File: config.mk
export PLATFORM = sky130hd
export DESIGN_NAME = mac_seq_ctrl
export DESIGN_NICKNAME = d
export VERILOG_FILES = /design/src/rtl/mac_seq_ctrl.sv
export SDC_FILE = /design/constraint.sdc
export NUM_CORES = 1
export LEC_CHECK = 0
export ABC_AREA = 1
export BUFFER_PORTS_ARGS = -buffer_cell sky130_fd_sc_hd__buf_2
export CORE_UTILIZATION = 50
export CTS_BUF_LIST = sky130_fd_sc_hd__clkbuf_8
export CTS_CLUSTER_DIAMETER = 100
export DETAILED_ROUTE_END_ITERATION = 10
export PLACE_DENSITY_LB_ADDON = 0.2
export SLEW_MARGIN = 20
export SYNTH_ARGS = -nofsm -noshare
export SYNTH_HDL_FRONTEND = slang
export SYNTH_SLANG_ARGS = --single-unit
File: constraint.sdc
create_clock -name clk -period 2.3 [get_ports clk]
set_input_delay 0.69 -clock clk [delete_from_list [all_inputs] [get_ports clk]]
set_output_delay 0.69 -clock clk [all_outputs]
set_load 0.05 [all_outputs]
File: src/rtl/mac_seq_ctrl.sv
// Dot-product sequencer: time-shares one 16x16 signed multiplier into a wide accumulator.
// Optional MAC_SAT_EN clamps the result to signed 32-bit range and flags out_sat.
module mac_seq_ctrl #(
    parameter int unsigned ACC_W = 40,
    parameter int unsigned LEN_W = 10
) (
    input  logic             clk,
    input  logic             rstn,
    input  logic             start,
    input  logic [LEN_W-1:0] len,
    output logic             busy,
    input  logic             in_valid,
    output logic             in_ready,
    input  logic [15:0]      in_a,
    input  logic [15:0]      in_b,
    output logic             out_valid,
    input  logic             out_ready,
    output logic [ACC_W-1:0] out_data,
    output logic             out_sat
);

    typedef enum logic [1:0] {IDLE, RUN, DRAIN, DONE} state_e;

    state_e                   state_q, state_d;
    logic [LEN_W-1:0]         cnt_q, cnt_d;
    logic signed [31:0]       prod_r_q, prod_r_d;
    logic                     prod_v_q, prod_v_d;
    logic signed [ACC_W-1:0]  acc_q, acc_d;
    logic signed [ACC_W-1:0]  out_data_q, out_data_d;
    logic                     out_sat_q, out_sat_d;
    logic                     in_ready_q, in_ready_d;
    logic                     busy_q, busy_d;
    logic                     out_valid_q, out_valid_d;
    logic signed [31:0]       mult_c;
    logic signed [ACC_W-1:0]  res_data_c;
    logic                     res_sat_c;

    assign mult_c = $signed(in_a) * $signed(in_b);

    // Final result as presented on the output port
`ifdef MAC_SAT_EN
    localparam logic signed [ACC_W-1:0] SAT_MAX = ACC_W'(64'sd2147483647);
    localparam logic signed [ACC_W-1:0] SAT_MIN = ACC_W'(-64'sd2147483648);

    always_comb begin
        res_data_c = acc_q;
        res_sat_c  = 1'b0;
        if (acc_q > SAT_MAX) begin
            res_data_c = SAT_MAX;
            res_sat_c  = 1'b1;
        end else if (acc_q < SAT_MIN) begin
            res_data_c = SAT_MIN;
            res_sat_c  = 1'b1;
        end
    end
`else
    always_comb begin
        res_data_c = acc_q;
        res_sat_c  = 1'b0;
    end
`endif

    always_comb begin
        state_d    = state_q;
        cnt_d      = cnt_q;
        prod_r_d   = prod_r_q;
        prod_v_d   = 1'b0;
        acc_d      = acc_q;
        out_data_d = out_data_q;
        out_sat_d  = out_sat_q;

        if (prod_v_q) begin
            acc_d = acc_q + ACC_W'(prod_r_q);
        end

        unique case (state_q)
            IDLE: begin
                if (start) begin
                    acc_d = '0;
                    if (len != '0) begin
                        cnt_d   = len;
                        state_d = RUN;
                    end else begin
                        out_data_d = '0;
                        out_sat_d  = 1'b0;
                        state_d    = DONE;
                    end
                end
            end
            RUN: begin
                if (in_valid) begin
                    prod_r_d = mult_c;
                    prod_v_d = 1'b1;
                    cnt_d    = cnt_q - LEN_W'(1);
                    if (cnt_q == LEN_W'(1)) begin
                        state_d = DRAIN;
                    end
                end
            end
            DRAIN: begin
                // Leave only once the product stage is empty so acc is final
                if (!prod_v_q) begin
                    out_data_d = res_data_c;
                    out_sat_d  = res_sat_c;
                    state_d    = DONE;
                end
            end
            DONE: begin
                if (out_ready) begin
                    out_data_d = '0;
                    out_sat_d  = 1'b0;
                    state_d    = IDLE;
                end
            end
            default: state_d = IDLE;
        endcase

        in_ready_d  = (state_d == RUN);
        busy_d      = (state_d != IDLE);
        out_valid_d = (state_d == DONE);
    end

    always_ff @(posedge clk or negedge rstn) begin
        if (!rstn) begin
            state_q     <= IDLE;
            cnt_q       <= '0;
            prod_r_q    <= '0;
            prod_v_q    <= 1'b0;
            acc_q       <= '0;
            out_data_q  <= '0;
            out_sat_q   <= 1'b0;
            in_ready_q  <= 1'b0;
            busy_q      <= 1'b0;
            out_valid_q <= 1'b0;
        end else begin
            state_q     <= state_d;
            cnt_q       <= cnt_d;
            prod_r_q    <= prod_r_d;
            prod_v_q    <= prod_v_d;
            acc_q       <= acc_d;
            out_data_q  <= out_data_d;
            out_sat_q   <= out_sat_d;
            in_ready_q  <= in_ready_d;
            busy_q      <= busy_d;
            out_valid_q <= out_valid_d;
        end
    end

    assign in_ready  = in_ready_q;
    assign busy      = busy_q;
    assign out_valid = out_valid_q;
    assign out_data  = out_data_q;
    assign out_sat   = out_sat_q;

endmodule
==> impl_metrics.json <==
{
  "ant_nets": 0,
  "drv_slew": 0,
  "syn-instance-count": 2554,
  "relSlewSlack_pct": 63.7,
  "drive_above_1_share_pct": 28.1,
  "fillers": 3066,
  "grt_overflow": 0,
  "failed_checks": "setup timing",
  "setup_viol": 29,
  "routed-via-count": 17000,
  "max_slew.worst_pin.slew_ns": 0.540,
  "grt_max_degree": 81,
  "antenna_cells": 0,
  "detail_route.wl_per_cell_um": 16.3,
  "syn_avg_cell_area_um2": 7.30,
  "crit_arrival_ns": 5.63,
  "die_w_um": 195,
  "hold_ws_ns": 0.149,
  "synth_top_area_share_pct": 28.3,
  "startpoint_type": "primary input",
  "hold_viol_final": 0,
  "hold_buffers": 0,
  "h-tree-depth": 4,
  "place_hpwl_um": 43800,
  "ys_warn_count": 0,
  "drv_cap": 0,
  "rows": 70,
  "post-route-min-period_ns": 5.27,
  "ys_seq_area_share_pct": 17.2,
  "met1_usage_pct": 36.2,
  "cts.clk_slew.worst_paths_ns": 0.08,
  "grt_pass1_wl_um": 88300,
  "antenna_found_initial": 0,
  "yosysMostFrequentCell": "nand2_1",
  "port_buffers": 89,
  "grt_use_total_pct": 29.3,
  "drc_errors": 0,
  "syn_nets": 2987,
  "cts_root_buffer": "clkbuf_8",
  "route.final.wire_length_um": 54400,
  "syn_to_final_growth_pct": 31.6,
  "cp.required_ns": 2.66,
  "ys_ff_latch": 128,
  "start_util_pct": 50.9,
  "hold_class": "primary input to async pin",
  "period_share_pct": 229,
  "die_y_um": 195,
  "worst_slack_ns": -2.97,
  "skew_ns": 0.0146,
  "boundaryPins": 91,
  "fin_nets": 3293,
  "clockBufferDepth": 2,
  "syn_area_um2": 18600,
  "yosys-top-cells-count": "nand2_1 (686), inv_1 (573), fa_1 (263), nor2_1 (209), dfrtp_1 (128)",
  "post_drt_via_cell_ratio": 5.09,
  "end_kind": "flop",
  "synth_ff_type": "dfrtp_1",
  "busiest_layer": "met2",
  "worst-path-max-fanout": 5,
  "first_pass_iters": 7,
  "cts_buffers": 17,
  "cts_tree": "yes",
  "fmax_mhz": 190,
  "synth_area_leaders": "fa_1 (28%), dfrtp_1 (17%), nand2_1 (14%), inv_1 (12%), ha_1 (8.3%)",
  "drt_iter0_drc": 918,
  "async_reset_ff_share_pct": 100,
  "gr-usage-met3_pct": 3.06,
  "gp_congestion": 0.984,
  "synth_top_area_cell": "fa_1",
  "worst_skew_pair.late_latency_ns": 0.48,
  "dieArea_um2": 38000,
  "grt_pass1_vias": 17800,
  "criticalPathCategory": "primary input to flop",
  "yosysUniqueCellTypes": 44,
  "clock_sinks": 128,
  "status": "complete, but fails checks",
  "met2_usage_pct": 52.9,
  "synth_edf_count": 0,
  "fp.coreArea_um2": 36600,
  "rsz0062_at_grt": "yes"
}
-- what timing repair did --
| action | in CTS | in global routing |
|---|---|---|
| pin swaps | 125 | 80 |
| setup buffers | 39 | 25 |
| setup endpoints to repair | 30 | 54 |
| resized for setup | 301 | 173 |
| cloned | 2 | 1 |
-- metal layers --
layer	vias to the layer above	share of wire, %	routed length [um]
met2	432	51	27700
li1	8260	-	-
met3	120	4.0	2160
met5	-	0	0
met1	8189	41	22600
met4	0	3.7	2010
-- through the flow --
step,cell area [um2],TNS [ns],std cells,setup WS (ns),util [%]
final,24500,-70.58,3341,-2.97,67.0
after global routing,24500,-73.95,3341,-3.13,67.0
after CTS,23600,-68.26,3319,-2.90,64.6
after detailed placement,21900,-89.22,3250,-3.76,59.8
after global placement,21900,-87.67,3250,-3.77,59.8
after floorplan,19700,-74.92,2554,-3.20,-
-- area by class of cell --
type,instances,area [um2],share of cell area (%)
Clock inverter,13,138,0.561
Timing Repair Buffer,382,3330,13.6
Clock buffer,19,262,1.07
Inverter,580,2200,8.96
Sequential cell,128,3210,13.1
Multi-Input combinational cell,1751,14800,60.4
Tap cell,468,586,2.39
-- worst max-delay path, cell delays in order --
cell      delay [ns]
buf_12          0.11
buf_8           0.12
nand2_8         0.05
fa_1            0.57
inv_2           0.06
fa_1            0.57
inv_2           0.08
fa_1            0.58
fa_1            0.44
fa_1            0.46
fa_1            0.49
inv_1           0.06
ha_4            0.27
nand2_2         0.11
nor3_4          0.25
nand2_2         0.11
nor3_2          0.10
nand2_1         0.08
o211ai_1        0.10
buf_4           0.16
nand2_1         0.05
nand3_1         0.07
nand2_1         0.05
-- cell usage in the layout (no fill, tap or decap), types with 12 or more instances in the layout --
cell	instances
buf_12	22
fa_2	28
a21oi_4	16
buf_2	59
nor2_1	166
nand4_1	24
a21oi_1	44
buf_4	230
buf_6	60
xor2_1	14
xnor2_1	12
ha_4	44
ha_1	72
o21ai_0	92
nand3_1	65
fa_1	235
a21oi_2	32
inv_2	57
dfrtp_1	125
nand3_2	13
nor2_4	19
clkbuf_8	19
o21ai_1	33
nor2_2	31
nand2_4	20
nand2_1	618
nand2_2	49
inv_1	515
-- path summary, 6_finish.rpt --
path                                              start  slack (ns)  cells past startpoint                  endpoint
worst max-delay path                           in_a[15]       -2.97                     23  prod_r_q[31]$_DFFE_PN0P_
worst min-delay path                               rstn        0.15                      1        in_ready$_DFF_PN0_
worst max register to register  prod_r_q[5]$_DFFE_PN0P_        0.06                     13       acc_q[27]$_DFF_PN0_
worst min register to register  out_data[4]$_DFFE_PN0P_        0.48                      2   out_data[4]$_DFFE_PN0P_
max in group asynchronous                          rstn        1.53                      2       acc_q[31]$_DFF_PN0_
min in group clk                out_data[4]$_DFFE_PN0P_        0.48                      2   out_data[4]$_DFFE_PN0P_
-- flip-flops by register name, indices dropped and copies added (netlist names) --
signal,cells
acc_q,40
busy,1
cnt_q,10
in_ready,1
out_data,40
out_valid,1
prod_r_q,32
prod_v_q,1
state_q,2
-- logic make-up (layout without fill, tap and decap cells) --
group	after synthesis	after routing	synth area share, %
flip-flops	128	128	17.2
AND/OR/NAND/NOR	1052	1052	22.7
adder cells (fa/ha/maj)	386	386	36.5
buffers and inverters	675	994	13.7
AO/OA/AOI/OAI	278	278	8.25
XOR/XNOR	34	34	1.60
other	1	1	0.0201
Power is not shown: default switching activity piles up to over one toggle a cycle in this logic, so the estimate is an artifact.
